[config.mk]
export PLATFORM = sky130hd
export DESIGN_NAME = tcrc_seq
export DESIGN_NICKNAME = d
export VERILOG_FILES = /design/src/rtl/tcrc_pkg.sv /design/src/rtl/tcrc_strobe_gen.sv /design/src/rtl/tcrc_seq.sv
export SDC_FILE = /design/constraint.sdc
export NUM_CORES = 1
export LEC_CHECK = 0
export ABC_AREA = 1
export BUFFER_PORTS_ARGS = -buffer_cell sky130_fd_sc_hd__buf_2
export CORE_ASPECT_RATIO = 0.75
export CORE_MARGIN = 5
export CORE_UTILIZATION = 47
export DETAILED_ROUTE_END_ITERATION = 8
export GPL_TIMING_DRIVEN = 0
export PLACE_DENSITY = 0.76
export SYNTH_ARGS = -nofsm -noshare
export SYNTH_HDL_FRONTEND = slang
export SYNTH_SLANG_ARGS = --single-unit
[constraint.sdc]
create_clock -name clk_i -period 1.2 [get_ports clk_i]
set_input_delay 0.12 -clock clk_i [delete_from_list [all_inputs] [get_ports clk_i]]
set_output_delay 0.12 -clock clk_i [all_outputs]
set_load 0.02 [all_outputs]
[src/rtl/tcrc_pkg.sv]
// Shared definitions for the transmit-CRC sequencer: CRC geometry, state encoding, counter helper.
package tcrc_pkg;

    localparam int unsigned CRC_LEN = 15;
    localparam int unsigned CNT_W   = 4;

    typedef logic [CNT_W-1:0] cnt_t;

    // Counter value at which flush / shift-out is complete.
    localparam cnt_t CNT_LAST = cnt_t'(CRC_LEN);

    localparam logic [2:0] S_IDLE     = 3'd0;
    localparam logic [2:0] S_PRELOAD  = 3'd1;
    localparam logic [2:0] S_CALC     = 3'd2;
    localparam logic [2:0] S_FLUSH    = 3'd3;
    localparam logic [2:0] S_WAIT_CRC = 3'd4;
    localparam logic [2:0] S_SHIFT    = 3'd5;
    localparam logic [2:0] S_DONE     = 3'd6;

    typedef enum logic [2:0] {
        StIdle    = S_IDLE,
        StPreload = S_PRELOAD,
        StCalc    = S_CALC,
        StFlush   = S_FLUSH,
        StWaitCrc = S_WAIT_CRC,
        StShift   = S_SHIFT,
        StDone    = S_DONE
    } seq_state_e;

    // Saturating increment: the counter stops at CRC_LEN and never wraps.
    function automatic cnt_t cnt_inc(input cnt_t c);
        cnt_t r;
        r = (c == CNT_LAST) ? c : c + cnt_t'(1);
        return r;
    endfunction

endpackage

[src/rtl/tcrc_strobe_gen.sv]
// Turns a request into a registered 1-high/1-low strobe for tcrc2, which edge-detects on negedge.
module tcrc_strobe_gen (
    input  logic clk_i,
    input  logic rst_ni,
    input  logic clr_i,
    input  logic req_i,
    output logic strobe_o,
    output logic ready_o
);

    logic strobe_q, strobe_d;

    // A request while the strobe is high is dropped so there is always a low clock between pulses.
    always_comb begin
        strobe_d = 1'b0;
        if (!clr_i && req_i && !strobe_q) begin
            strobe_d = 1'b1;
        end
    end

    always_ff @(posedge clk_i or negedge rst_ni) begin
        if (!rst_ni) begin
            strobe_q <= 1'b0;
        end else begin
            strobe_q <= strobe_d;
        end
    end

    assign strobe_o = strobe_q;
    assign ready_o  = !strobe_q;

endmodule

[src/rtl/tcrc_seq.sv]
// Sequencer for the tcrc2 transmit-CRC register: preload, data steps, zero flush, serial shift-out.
// Optional sticky sequencing checker enabled by defining TCRC_SEQ_ERRCHK_EN.
module tcrc_seq
    import tcrc_pkg::*;
(
    input  logic clk_i,
    input  logic rst_ni,
    input  logic frame_start_i,
    input  logic extended_i,
    input  logic bit_tick_i,
    input  logic stuff_bit_i,
    input  logic data_end_i,
    input  logic crc_field_start_i,
    input  logic abort_i,
    output logic activ_o,
    output logic load_o,
    output logic load_activ_o,
    output logic crc_shft_out_o,
    output logic zerointcrc_o,
    output logic extended_o,
    output logic crc_busy_o,
    output logic crc_done_o,
    output logic crc_seq_err_o
);

    seq_state_e state_q, state_d;
    cnt_t       cnt_q, cnt_d;
    logic       ext_q, ext_d;
    logic       load_q, load_d;
    logic       zero_q, zero_d;
    logic       shft_q, shft_d;
    logic       busy_q, busy_d;
    logic       done_q, done_d;

    logic tick_ok;
    logic act_req, act_rdy, act_strobe;
    logic la_req, la_rdy, la_strobe;

    assign tick_ok = bit_tick_i && !stuff_bit_i;

    always_comb begin
        state_d = state_q;
        cnt_d   = cnt_q;
        ext_d   = ext_q;
        load_d  = 1'b0;
        act_req = 1'b0;
        la_req  = 1'b0;

        unique case (state_q)
            StIdle: begin
                if (frame_start_i) begin
                    state_d = StPreload;
                    ext_d   = extended_i;
                end
            end
            StPreload: begin
                load_d  = 1'b1;
                la_req  = 1'b1;
                state_d = StCalc;
            end
            StCalc: begin
                // A step coinciding with data_end is still issued before the flush starts.
                act_req = tick_ok;
                if (data_end_i) begin
                    state_d = StFlush;
                    cnt_d   = '0;
                end
            end
            StFlush: begin
                if (cnt_q == CNT_LAST) begin
                    state_d = StWaitCrc;
                end else if (act_rdy) begin
                    act_req = 1'b1;
                    cnt_d   = cnt_inc(cnt_q);
                end
            end
            StWaitCrc: begin
                if (crc_field_start_i) begin
                    state_d = StShift;
                    cnt_d   = '0;
                end
            end
            StShift: begin
                if (cnt_q == CNT_LAST) begin
                    state_d = StDone;
                end else if (tick_ok && la_rdy) begin
                    la_req = 1'b1;
                    cnt_d  = cnt_inc(cnt_q);
                end
            end
            StDone: begin
                if (frame_start_i) begin
                    state_d = StPreload;
                    ext_d   = extended_i;
                end else begin
                    state_d = StIdle;
                end
            end
            default: begin
                state_d = StIdle;
            end
        endcase

        if (abort_i) begin
            state_d = StIdle;
            cnt_d   = '0;
            load_d  = 1'b0;
            act_req = 1'b0;
            la_req  = 1'b0;
        end
    end

    // Zero injection only covers clocks that stay inside FLUSH, so a data step issued on the
    // entry edge still sees the real data bit.
    always_comb begin
        zero_d = !((state_q == StFlush) && (state_d == StFlush));
        shft_d = (state_d == StShift);
        busy_d = (state_d != StIdle);
        done_d = (state_d == StDone);
    end

    always_ff @(posedge clk_i or negedge rst_ni) begin
        if (!rst_ni) begin
            state_q <= StIdle;
            cnt_q   <= '0;
            ext_q   <= 1'b0;
            load_q  <= 1'b0;
            zero_q  <= 1'b1;
            shft_q  <= 1'b0;
            busy_q  <= 1'b0;
            done_q  <= 1'b0;
        end else begin
            state_q <= state_d;
            cnt_q   <= cnt_d;
            ext_q   <= ext_d;
            load_q  <= load_d;
            zero_q  <= zero_d;
            shft_q  <= shft_d;
            busy_q  <= busy_d;
            done_q  <= done_d;
        end
    end

    tcrc_strobe_gen u_activ_strobe (
        .clk_i    (clk_i),
        .rst_ni   (rst_ni),
        .clr_i    (abort_i),
        .req_i    (act_req),
        .strobe_o (act_strobe),
        .ready_o  (act_rdy)
    );

    tcrc_strobe_gen u_load_activ_strobe (
        .clk_i    (clk_i),
        .rst_ni   (rst_ni),
        .clr_i    (abort_i),
        .req_i    (la_req),
        .strobe_o (la_strobe),
        .ready_o  (la_rdy)
    );

`ifdef TCRC_SEQ_ERRCHK_EN
    logic err_q, err_d;
    logic err_event;

    assign err_event = (data_end_i && (state_q != StCalc))
                    || (crc_field_start_i && (state_q != StWaitCrc))
                    || (bit_tick_i && (state_q == StFlush));

    // A violation in the same clock as frame_start keeps the flag set.
    always_comb begin
        err_d = err_q;
        if (err_event) begin
            err_d = 1'b1;
        end else if (frame_start_i) begin
            err_d = 1'b0;
        end
        if (abort_i) begin
            err_d = 1'b0;
        end
    end

    always_ff @(posedge clk_i or negedge rst_ni) begin
        if (!rst_ni) begin
            err_q <= 1'b0;
        end else begin
            err_q <= err_d;
        end
    end

    assign crc_seq_err_o = err_q;
`else
    assign crc_seq_err_o = 1'b0;
`endif

    assign activ_o        = act_strobe;
    assign load_o         = load_q;
    assign load_activ_o   = la_strobe;
    assign crc_shft_out_o = shft_q;
    assign zerointcrc_o   = zero_q;
    assign extended_o     = ext_q;
    assign crc_busy_o     = busy_q;
    assign crc_done_o     = done_q;

endmodule

==> results.py, run 1 <==
metrics = {
    "logic_synthesis": {
        "yosys_warnings": 0,
        "synthCells": 107,
        "syn_area_sq_um": 848,
        "yosysUniqueCellTypes": 26,
        "synth_area_per_cell_sq_um": 7.93,
        "synth_nets": 117,
        "yosysSeqAreaShare": 0.444,
        "synth-seq-cells": 15,
    },
    "drt": {
        "drt-initial-drc-count": 23,
        "vias": 798,
        "first_pass_iters": 4,
        "vias_per_cell": 5.12,
        "drc": 0,
        "wl_per_cell_microns": 12.8,
        "routed_wl_mm": 2.00,
        "final_antenna_net_count": 0,
    },
    "global_routing": {
        "grt_overflow": 0,
        "grt_util_all_layers": 0.168,
        "grt_pass1_wl_mm": 3.41,
        "grt_pass1_vias": 790,
        "grt_max_degree": 16,
        "grt_antenna_before_repair": 0,
    },
    "clocking": {
        "clk_pin_slew_ns": 0.10,
        "cts_buffers": 3,
        "cts_tree": "yes",
        "cts_root_buf": "clkbuf_4",
        "clk_latency_ns": 0.29,
        "cts_num_sinks": 15,
        "cts_htree_levels": 1,
        "cts.path.max_buffers": 2,
    },
    "run_status": {
        "outcome": "finished, violations left",
        "violations": "negative setup slack",
    },
    "pwr": {
        "vdd_drop_max_mv": 0.869,
        "power.density_nw_per_um2": 924,
        "leakage_nw": 0.578,
    },
    "worst_setup_path": {
        "arrival_ns": 1.56,
        "r2r-start": "state_q[1]",
        "reg2reg_depth": 7,
        "crit_path_start_kind": "flop",
        "crit_end": "cnt_q[1]",
        "r2r-end": "cnt_q[1]",
        "worstSetupEndpointType": "flop",
        "rrSetupSlack_ns": -0.12,
        "critPathKind": "flop to flop",
        "crit_start": "state_q[1]",
        "worstPathRequired_ns": 1.44,
        "crit_fanout": 5,
    },
    "sta": {
        "slew_violations": 0,
        "finalHoldViolCount": 0,
        "max_freq_ghz": 0.759,
        "rsz0062_at_grt": "true",
        "fin_ws_ns": -0.117,
        "finalClockSkew_ns": 0.00936,
        "setup_viol": 9,
        "post-route-period-util": 1.10,
        "fin_crit_ns": 1.32,
    },
    "floorplan": {
        "die_w_microns": 59.1,
        "die-area_sq_um": 2760,
        "num_rows": 13,
        "io_pins": 18,
        "initial_utilization": 0.492,
        "core_sq_um": 1720,
        "die_y_microns": 46.8,
    },
    "min_path": {
        "min_path_type": "input pin to flop",
    },
    "finish": {
        "fill_cells": 151,
        "final_cells": 156,
        "nNetsFinal": 145,
        "final_common_cell": "buf_2",
        "final_area_sq_um": 1170,
        "syn_to_final_growth_pct": 37.5,
        "n_antenna_cell": 0,
        "layout_common_cells": "buf_2 (16), nand2_1 (15), dfrtp_1 (13)",
        "drive_gt1_frac": 0.448,
        "post-route-util": 0.676,
    },
    "placed_design": {
        "place_area_sq_um": 987,
        "dp_hpwl_mm": 1.37,
        "placed_cells": 145,
        "gp_congestion": 0.890,
        "portBuffers": 16,
    },
    "job": {
        "timing.max_cap.violations": 0,
    },
}
state kept, by name, summed over array words and instances (netlist names):
signal / flops
cnt_q: 4
load_o: 1
crc_shft_out_o: 1
extended_o: 1
crc_done_o: 1
zerointcrc_o: 1
state_q: 3
u_load_activ_strobe.strobe_o: 1
u_activ_strobe.strobe_o: 1
crc_busy_o: 1
synth_stat cells, drive strengths merged:
| library cell | n | area [sq um] |
|---|---|---|
| dfrtp | 14 | 350 |
| nand3b | 1 | 7.51 |
| nand3 | 18 | 100 |
| clkinv | 1 | 3.75 |
| a21oi | 2 | 21.3 |
| buf | 2 | 18.8 |
| a211oi | 2 | 15.0 |
| nor3 | 2 | 10.0 |
| nand2 | 24 | 97.6 |
| xor2 | 1 | 8.76 |
| ha | 1 | 12.5 |
| nor3b | 1 | 7.51 |
| nor2 | 16 | 83.8 |
| o21ai | 3 | 15.0 |
| dfstp | 1 | 26.3 |
| nand4 | 1 | 6.26 |
| inv | 16 | 60.1 |
| conb | 1 | 3.75 |
power by group:
group / total, W / leakage, nW / switching (W) / internal [W]
logic: 0.000227 / 0.365 / 0.000149 / 0.0000785
registers: 0.000548 / 0.199 / 0.0000178 / 0.000531
clock network: 0.000302 / 0.0139 / 0.000175 / 0.000127
total: 0.00108 / 0.578 / 0.000342 / 0.000736
critical path: stages, from the launching register on:
cell,delay (ns)
dfrtp_1,0.44
inv_2,0.13
nand2_1,0.11
nor2_4,0.17
nor2_4,0.07
nor3b_1,0.18
nand2_1,0.09
nand2_2,0.07
worst min path at each step:
stage | start | to | slack, ns | cells past startpoint
4_1_cts | extended_i | extended_o | 0.07 | 3
6_report | extended_i | extended_o | 0.08 | 3
3_5_place_dp | rst_ni | u_load_activ_strobe.strobe_o | 0.05 | 1
3_3_place_gp | rst_ni | u_load_activ_strobe.strobe_o | 0.04 | 1
5_1_grt | abort_i | state_q[2] | 0.07 | 2
2_1_floorplan | rst_ni | cnt_q[0] | -0.18 | 0
cell type report:
cell class,count,area [sq um],area share
Clock buffer,3,22.5,0.0193
Sequential cell,15,378,0.324
Buffer,2,18.8,0.0161
Inverter,17,66.3,0.0569
Tap cell,22,27.5,0.0236
Multi-Input combinational cell,73,510,0.438
Clock inverter,1,7.51,0.00644
Timing Repair Buffer,23,135,0.116
per-stage QoR:
step	power (W)	hold slack (ns)	worst slack, ns	setup TNS, ns
finish	0.00108	0.0800	-0.117	-0.633
global route	0.00115	0.0663	-0.216	-1.59
CTS	0.00107	0.0692	-0.0789	-0.414
detailed placement	0.000741	0.0461	-0.152	-0.793
global placement	0.000736	0.0399	-0.126	-0.620
floorplan	0.000674	-0.176	-0.00452	-0.0135
what timing repair did:
item | CTS | global route
setup buffers | 6 | 0
endpoints found under the setup margin | 9 | 12
gates resized for setup | 13 | 13
hold endpoints to repair | 14 | 0
pin swaps | 6 | 3
hold buffers | 1 | 0
cell families (layout without fill, tap and decap cells):
family,after synthesis,after routing,share of synthesized area
AO/OA/AOI/OAI,7,7,0.0605
XOR/XNOR,1,1,0.0103
adder cells (fa/ha/maj),1,1,0.0147
buffers and inverters,19,46,0.0973
flip-flops,15,15,0.444
other,1,1,0.00442
AND/OR/NAND/NOR,63,63,0.369
metal layers:
metal | wire, microns | track usage | part of all wire
met5 | 0 | 0 | 0
met4 | 27 | 0.0498 | 0.014
met3 | 207 | 0.0632 | 0.10
met2 | 942 | 0.302 | 0.47
met1 | 822 | 0.191 | 0.41
Note: power is estimated with default switching activity, not from simulation.
==> run 2, diff against run 1 <==
- REMOVE_ABC_BUFFERS: unset -> 1
==> results.py, run 2 (synthesis gave the netlist of run 1 again) <==
metrics = {
    "run_status": {
        "outcome": "finished, violations left",
        "violations": "negative setup slack",
    },
    "finish": {
        "top_regs": "cnt_q x4, state_q x3",
        "layout_common_cells": "nand2_1 (18), buf_2 (16), nand3_1 (15)",
        "multiInputGateArea_sq_um": 443,
        "largest-register": "cnt_q",
        "syn_to_final_growth_pct": 25.2,
        "regArea_sq_um": 378,
        "fill_cells": 172,
        "n_antenna_cell": 0,
        "final_common_cell": "nand2_1",
        "largest_reg_flops": 4,
        "final_area_sq_um": 1060,
        "final_cells": 152,
        "drive_gt1_frac": 0.362,
        "nNetsFinal": 141,
    },
    "sta": {
        "fin_crit_ns": 1.35,
        "fin_tns_setup_ns": -1.04,
        "post-route-period-util": 1.12,
        "fin_hold_ws_ns": 0.0652,
        "rsz0062_at_grt": "true",
        "max_freq_ghz": 0.741,
        "finalClockSkew_ns": 0.00476,
        "setup_viol": 11,
        "fin_ws_ns": -0.149,
        "finalHoldViolCount": 0,
        "slew_violations": 0,
    },
    "drt": {
        "wl_per_cell_microns": 12.6,
        "first_pass_iters": 4,
        "vias": 793,
        "drc": 0,
        "final_antenna_net_count": 0,
        "vias_per_cell": 5.22,
        "routed_wl_mm": 1.91,
        "drt-initial-drc-count": 16,
    },
    "placed_design": {
        "gp_congestion": 0.899,
        "dp_hpwl_mm": 1.28,
        "placed_cells": 143,
        "place_area_sq_um": 937,
        "portBuffers": 16,
    },
    "clocking": {
        "clk_pin_slew_ns": 0.10,
        "cts_buffers": 3,
        "clk_latency_ns": 0.30,
        "cts_root_buf": "clkbuf_4",
        "cts_tree": "yes",
        "cts_htree_levels": 1,
        "cts_num_sinks": 15,
        "cts.path.max_buffers": 2,
    },
    "floorplan": {
        "die_w_microns": 59.1,
        "core_sq_um": 1720,
        "io_pins": 18,
        "die_y_microns": 46.8,
        "num_rows": 13,
        "die-area_sq_um": 2760,
        "initial_utilization": 0.492,
    },
    "worst_setup_path": {
        "arrival_ns": 1.55,
        "worstSetupEndpointType": "flop",
        "crit_fanout": 6,
        "crit_path_start_kind": "flop",
        "critPathKind": "flop to flop",
        "worstPathRequired_ns": 1.40,
    },
    "pwr": {
        "fin_total_pwr_w": 0.00106,
        "power.density_nw_per_um2": 995,
        "leakage_nw": 0.540,
        "vdd_drop_max_mv": 1.03,
    },
    "global_routing": {
        "grt_util_all_layers": 0.163,
        "grt_overflow": 0,
        "grt_pass1_wl_mm": 3.23,
        "grt_antenna_before_repair": 0,
        "grt_max_degree": 16,
        "grt_pass1_vias": 753,
    },
    "min_path": {
        "min_path_type": "input pin to flop",
    },
    "job": {
        "timing.max_cap.violations": 0,
    },
}
## run 2: worst paths after layout
kind                                      endpoint  slack (ns)  cells past startpoint                    start
max in group asynchronous             zerointcrc_o        0.67                      2                   rst_ni
min in group asynchronous                 cnt_q[2]        0.24                      2                   rst_ni
hold reg to reg            u_activ_strobe.strobe_o        0.47                      1  u_activ_strobe.strobe_o
setup / recovery                          cnt_q[0]       -0.15                      7                 cnt_q[0]
setup reg to reg                          cnt_q[0]       -0.15                      7                 cnt_q[0]
hold / removal                          state_q[2]        0.07                      2                  abort_i
## run 2: power breakdown
part	internal, W	switching (W)
sequential	0.000530	0.0000176
clock	0.000127	0.000183
combinational	0.0000651	0.000134
## run 2: area by class of cell
type                       count  area share
clock buffer                   3      0.0212
clock inverter                 1     0.00707
inverter                      17      0.0601
multi-input combinational     73       0.417
sequential                    15       0.356
tap                           22      0.0259
timing repair buffer          21       0.113
## run 2: worst max-delay path, stage by stage, from the launching register on
cell	delay, ns
dfrtp_1	0.45
ha_4	0.20
nand3_4	0.09
nand2_2	0.08
a21oi_2	0.15
nand3_2	0.13
nand3_1	0.09
nand2_1	0.06
## run 2: per-layer routing
metal  wire (microns)  GRT usage
met5                0          0
met4               39     0.0543
met3              181     0.0687
met2              886      0.284
met1              800      0.184
## run 2: metrics by stage
step	utilization	setup slack, ns
CTS	0.610	-0.124
finish	0.616	-0.149
detailed placement	0.544	-0.261
global route	0.616	-0.214
floorplan	-	-0.0785
global placement	0.544	-0.224
## run 2: what timing repair did
action,4_1_cts,5_1_grt
setup buffers,3,1
hold endpoints to repair,14,0
endpoints found under the setup margin,11,11
pin swaps,3,3
hold buffers,1,0
gates resized for setup,13,2
